$ cat config.mk
export PLATFORM = sky130hd
export DESIGN_NAME = uart_word_packer
export DESIGN_NICKNAME = d
export VERILOG_FILES = /design/src/rtl/uart_pkg.sv /design/src/rtl/uart_word_packer_pack_out_reg.sv /design/src/rtl/uart_word_packer.sv
export SDC_FILE = /design/constraint.sdc
export NUM_CORES = 1
export LEC_CHECK = 0
export BUFFER_PORTS_ARGS = -buffer_cell sky130_fd_sc_hd__buf_2
export CORE_MARGIN = 3
export CORE_UTILIZATION = 50
export DETAILED_ROUTE_END_ITERATION = 12
export PLACE_DENSITY = 0.82
export SLEW_MARGIN = 25
export SYNTH_ARGS = -nofsm -noshare
export SYNTH_HDL_FRONTEND = slang
export SYNTH_SLANG_ARGS = --single-unit
$ cat constraint.sdc
create_clock -name clk -period 6.3 [get_ports clk]
set_input_delay 0.63 -clock clk [delete_from_list [all_inputs] [get_ports clk]]
set_output_delay 0.63 -clock clk [all_outputs]
set_load 0.02 [all_outputs]
$ cat src/rtl/uart_pkg.sv
// uart_pkg: shared defaults, counter-width helper and lane-order encoding for the UART word packer
package uart_pkg;
   localparam int DEF_DATA_W = 8;
   localparam int DEF_NUM_BYTES = 16;
   typedef enum logic {LANE_MSB_FIRST, LANE_LSB_FIRST} lane_order_e;
   function automatic int cnt_w(input int n);
      return $clog2(n + 1);
   endfunction
endpackage

$ cat src/rtl/uart_word_packer_pack_out_reg.sv
// pack_out_reg: output holding register presenting one packed word until the consumer takes it
module pack_out_reg #(
   parameter int WORD_W = 128,
   parameter int CNT_W = 5
) (
   input  logic              clk,
   input  logic              rst,
   input  logic              load,
   input  logic [WORD_W-1:0] load_data,
   input  logic [CNT_W-1:0]  load_count,
   input  logic              out_ready,
   output logic              out_valid,
   output logic [WORD_W-1:0] out_data,
   output logic [CNT_W-1:0]  out_count,
   output logic              slot_free
);
   assign slot_free = !out_valid || out_ready;
   // a load may coincide with a handshake, giving back-to-back words without a bubble
   always_ff @(posedge clk) begin
      if (rst) begin
         out_valid <= 1'b0;
         out_data  <= '0;
         out_count <= '0;
      end else if (load) begin
         out_valid <= 1'b1;
         out_data  <= load_data;
         out_count <= load_count;
      end else if (out_ready) begin
         out_valid <= 1'b0;
      end
   end
endmodule

$ cat src/rtl/uart_word_packer.sv
// uart_word_packer: packs DATA_W-bit UART lanes into NUM_BYTES-lane words with flush and drop reporting
module uart_word_packer import uart_pkg::*; #(
   parameter int DATA_W = DEF_DATA_W,
   parameter int NUM_BYTES = DEF_NUM_BYTES,
   parameter bit MSB_FIRST = 1'b1
) (
   input  logic                             clk,
   input  logic                             rst,
   input  logic                             in_valid,
   input  logic [DATA_W-1:0]                in_data,
   output logic                             in_ready,
   input  logic                             flush,
   output logic                             out_valid,
   input  logic                             out_ready,
   output logic [DATA_W*NUM_BYTES-1:0]      out_data,
   output logic [cnt_w(NUM_BYTES)-1:0]      out_count,
   output logic                             drop,
   output logic                             empty,
   output logic                             full
);
   localparam int CNT_W = cnt_w(NUM_BYTES);
   localparam lane_order_e ORDER = MSB_FIRST ? LANE_MSB_FIRST : LANE_LSB_FIRST;
   localparam logic [CNT_W-1:0] FULL_CNT = CNT_W'(NUM_BYTES);
   logic [CNT_W-1:0] count, count_next, wr_idx;
   logic flush_pend, slot_free, xfer, accept;
   logic [DATA_W-1:0] fill [NUM_BYTES];
   logic [DATA_W*NUM_BYTES-1:0] packed_word;
   // handoff decision on registered state; in_ready looks through out_ready so a full fill can refill in the handoff cycle
   always_comb begin
      xfer       = slot_free && (count == FULL_CNT || (flush_pend && count != '0));
      in_ready   = count != FULL_CNT || xfer;
      accept     = in_valid && in_ready;
      wr_idx     = xfer ? '0 : count;
      count_next = wr_idx + CNT_W'(accept);
   end
   assign full  = count == FULL_CNT;
   assign empty = count == '0 && !out_valid;
   // fill counter, pending flush and the registered drop pulse
   always_ff @(posedge clk) begin
      if (rst) begin
         count      <= '0;
         flush_pend <= 1'b0;
         drop       <= 1'b0;
      end else begin
         count      <= count_next;
         flush_pend <= (flush || (flush_pend && !xfer)) && count_next != '0;
         drop       <= in_valid && !in_ready;
      end
   end
   // lane storage; stale lanes beyond count are masked at packing time so no reset is needed
   always_ff @(posedge clk) begin
      for (int i = 0; i < NUM_BYTES; i++)
         if (accept && wr_idx == CNT_W'(i)) fill[i] <= in_data;
   end
   // place used lanes in arrival order, zeroing unused lanes of a partial word
   always_comb begin
      packed_word = '0;
      for (int i = 0; i < NUM_BYTES; i++)
         if (CNT_W'(i) < count)
            packed_word[((ORDER == LANE_MSB_FIRST) ? NUM_BYTES - 1 - i : i) * DATA_W +: DATA_W] = fill[i];
   end
   pack_out_reg #(.WORD_W(DATA_W * NUM_BYTES), .CNT_W(CNT_W)) u_out (
      .clk        (clk),
      .rst        (rst),
      .load       (xfer),
      .load_data  (packed_word),
      .load_count (count),
      .out_ready  (out_ready),
      .out_valid  (out_valid),
      .out_data   (out_data),
      .out_count  (out_count),
      .slot_free  (slot_free)
   );
endmodule
==> impl_metrics.toml <==
[status]
status = "finished, final reports clean"

[finish]
multi_input_area_mm2 = 0.00264
fillers = 1406
seqCellArea_mm2 = 0.00667
nNetsFinal = 929
final_area_mm2 = 0.0114
final_util = 0.618
syn2layout_area_growth_pct = 18.5
drive_gt1_frac = 0.231

[pwr]
p_leak_nw = 4.14
switching_share = 0.206
p_sw_mw = 0.751
ir_worst_vdd_mv = 0.258
internal-power_mw = 2.89
seq_power_share = 0.510
pwr-share-comb = 0.037
p_per_area_mw_per_mm2 = 320
clockPowerShare = 0.453

[setup_path]
end_kind = "flop"
slowest_stage = "or4_4"
arrival_ns = 3.32
worst_setup_path_start_kind = "flop"
rr_worst_depth = 5
critPathRequiredTime_ns = 6.45
crit_chain = "or4_4 -> mux2_4 -> buf_16 -> a2bb2oi_1 -> nor3b_2"
cp_max_fo = 72
critical_path_class = "flop to flop"
cp_slowest_stage_delay_ns = 0.69

[clock_network]
cts-root-buf = "clkbuf_16"
postCtsSetupRepairBufs = 0
ctsResizeCount = 0
clkSinkCount = 269
clockBufferDepth = 3
cts_buffers = 26
h-tree-depth = 1
cts_tree = "done"
ctsHoldBuffers = 0
clk_pin_slew_ns = 0.06
insertion_delay_ns = 0.52

[synthesis]
synth_seq_cells = 269
yosysWarnings = 0
synth_seq_area_share = 0.696
ys.flop_type = "dfxtp_1"
synth.distinct_cells = 43
ys_top_cells_by_count = "dfxtp_1 (141), edfxtp_1 (128), a21oi_1 (122)"
synth-edff-count = 128
syn_nets = 823
synth.top_cell.area_share = 0.401
yosys-top-cells-area = "edfxtp_1 (40%), dfxtp_1 (29%), a21oi_1 (6.4%)"
yosysMostFrequentCell = "dfxtp_1"
syn_avg_cell_area_um2 = 11.9
synth_area_mm2 = 0.00958
netlist_instances = 808
synthArstFlopShare = 0
post-synth-top-area-cell = "edfxtp_1"

[routing]
drc = 0
vias_per_cell = 6.04
ant_nets = 0
drtIter0Drc = 618
wl_um = 23300
wire_per_inst_um = 20.0
dr.pass1.iters = 5
vias = 7027

[hold_path]
hold_path_depth = 2
min_path_type = "primary input to flop"

[sta]
worst_slew_pin_slew_ns = 1.05
hold_violations = 0
fmax_mhz = 315
final_max_slew_viol_count = 0
setup_slack_ns = 3.13
fin_setup_tns_ns = 0
rsz0062_at_grt = "false"
finalClockSkew_ns = 0.00945
slew-limit-headroom = 0.303
final-setup-viol-count = 0
finalCritPeriodShare = 0.503
finalCriticalPeriod_ns = 3.17

[die]
die_area_mm2 = 0.0209
core_area_mm2 = 0.0184
ios = 151
die_w_um = 144
initial_core_util = 0.521
die-height_um = 144
rows = 49

[global_route]
busiest_layer = "met2"
grt_overflow = 0
grt_pass1_vias = 6411
grt_util_met2 = 0.343
globalRouteTotalUtil = 0.215
grt_pass1_wl_um = 35300
grt.met1_usage = 0.303
grt_max_degree = 119
grtUsageMet3 = 0.0440
antenna_found_initial = 1

[flow_run]
maxCapViolCount = 0

[placement]
pre_cts_ws_ns = 2.63
gp_congestion = 0.826
dpl-instance-area_mm2 = 0.0104
port_buffers = 150
place_hpwl_um = 14000
[worst max-delay path, delay by kind of cell (launching register included)]
family	cells	cell delay, ns
AO/OA/AOI/OAI	1	0.13
multiplexers	1	0.46
AND/OR/NAND/NOR	2	1.28
buffers and inverters	1	0.33
flip-flops	1	0.58
[power by group through the flow]
| stage | combinational [mW] | clock (mW) | sequential (mW) |
|---|---|---|---|
| 5_1_grt | 0.144 | 1.74 | 1.86 |
| 3_5_place_dp | 0.127 | 0 | 1.89 |
| 2_1_floorplan | 0.0860 | 0 | 1.89 |
| 6_report | 0.133 | 1.65 | 1.86 |
| 4_1_cts | 0.128 | 1.66 | 1.86 |
| 3_3_place_gp | 0.125 | 0 | 1.89 |
[stage by stage]
step / power (mW) / hold slack, ns / std cells
after floorplan: 1.98 / 0.436 / 808
after CTS: 3.65 / 0.444 / 1162
after detailed placement: 2.02 / 0.440 / 1114
final: 3.64 / 0.450 / 1164
after global routing: 3.74 / 0.448 / 1164
after global placement: 2.02 / 0.444 / 1114
[state kept, by name, indices dropped and copies added, names as in the netlist]
register and count:
u_out.out_data 128, u_out.out_valid 1, flush_pend 1, drop 1, fill 128, u_out.out_count 5
count 5
[final cells by class]
class | instances | area share
clock inverters | 15 | 0.0181
flip-flops and latches | 269 | 0.587
diodes | 1 | 0.000220
repair buffers | 158 | 0.0734
clock buffers | 33 | 0.0633
inverters | 1 | 0.000330
multi-input cells | 458 | 0.233
well taps | 229 | 0.0252
[cells by family (layout without fill, tap and decap cells)]
kind of cell | after synthesis | after routing | synth area share
xor+xnor | 3 | 3 | 0.00274
buf+inv | 81 | 207 | 0.0351
flops | 269 | 269 | 0.696
fa+ha+maj | 2 | 2 | 0.00261
mux | 2 | 2 | 0.00261
simple gates | 172 | 172 | 0.102
compound gates | 279 | 279 | 0.159
other cells | 0 | 1 | 0
[routing by layer]
layer | up-vias | wire length [µm]
met5 | - | 0
met4 | 0 | 568
met3 | 46 | 1850
met2 | 330 | 11000
met1 | 3381 | 9870
li1 | 3270 | -
[cell usage in the layout (no fill, tap or decap), types with 2 or more instances in the layout]
cell type,netlist,final
buf_2,5,149
dfxtp_1,141,141
edfxtp_1,128,128
a21oi_1,122,122
o21ai_0,121,121
nand4_1,90,90
clkbuf_16,0,28
nand3_1,21,21
a22o_1,16,16
nand2_1,15,15
nor2_1,14,14
buf_4,1,8
a21o_1,6,6
nor3_1,9,5
clkbuf_1,58,5
bufinv_16,0,5
and2_1,4,4
nor3_2,0,4
clkinv_2,0,4
nor2b_1,4,3
or2_2,3,3
xor2_1,3,3
clkinv_1,0,3
nor4_1,2,2
nand3b_1,2,2
o21a_1,2,2
a211oi_2,0,2
ha_1,2,2
[worst paths after layout]
kind,start,to,slack (ns)
setup / recovery,count[3],fill[8][5],3.13
hold / removal,in_valid,drop,0.45
setup reg to reg,count[3],fill[8][5],3.13
hold reg to reg,fill[12][1],u_out.out_data[25],0.46
Note: power is estimated with default switching activity, not from simulation.
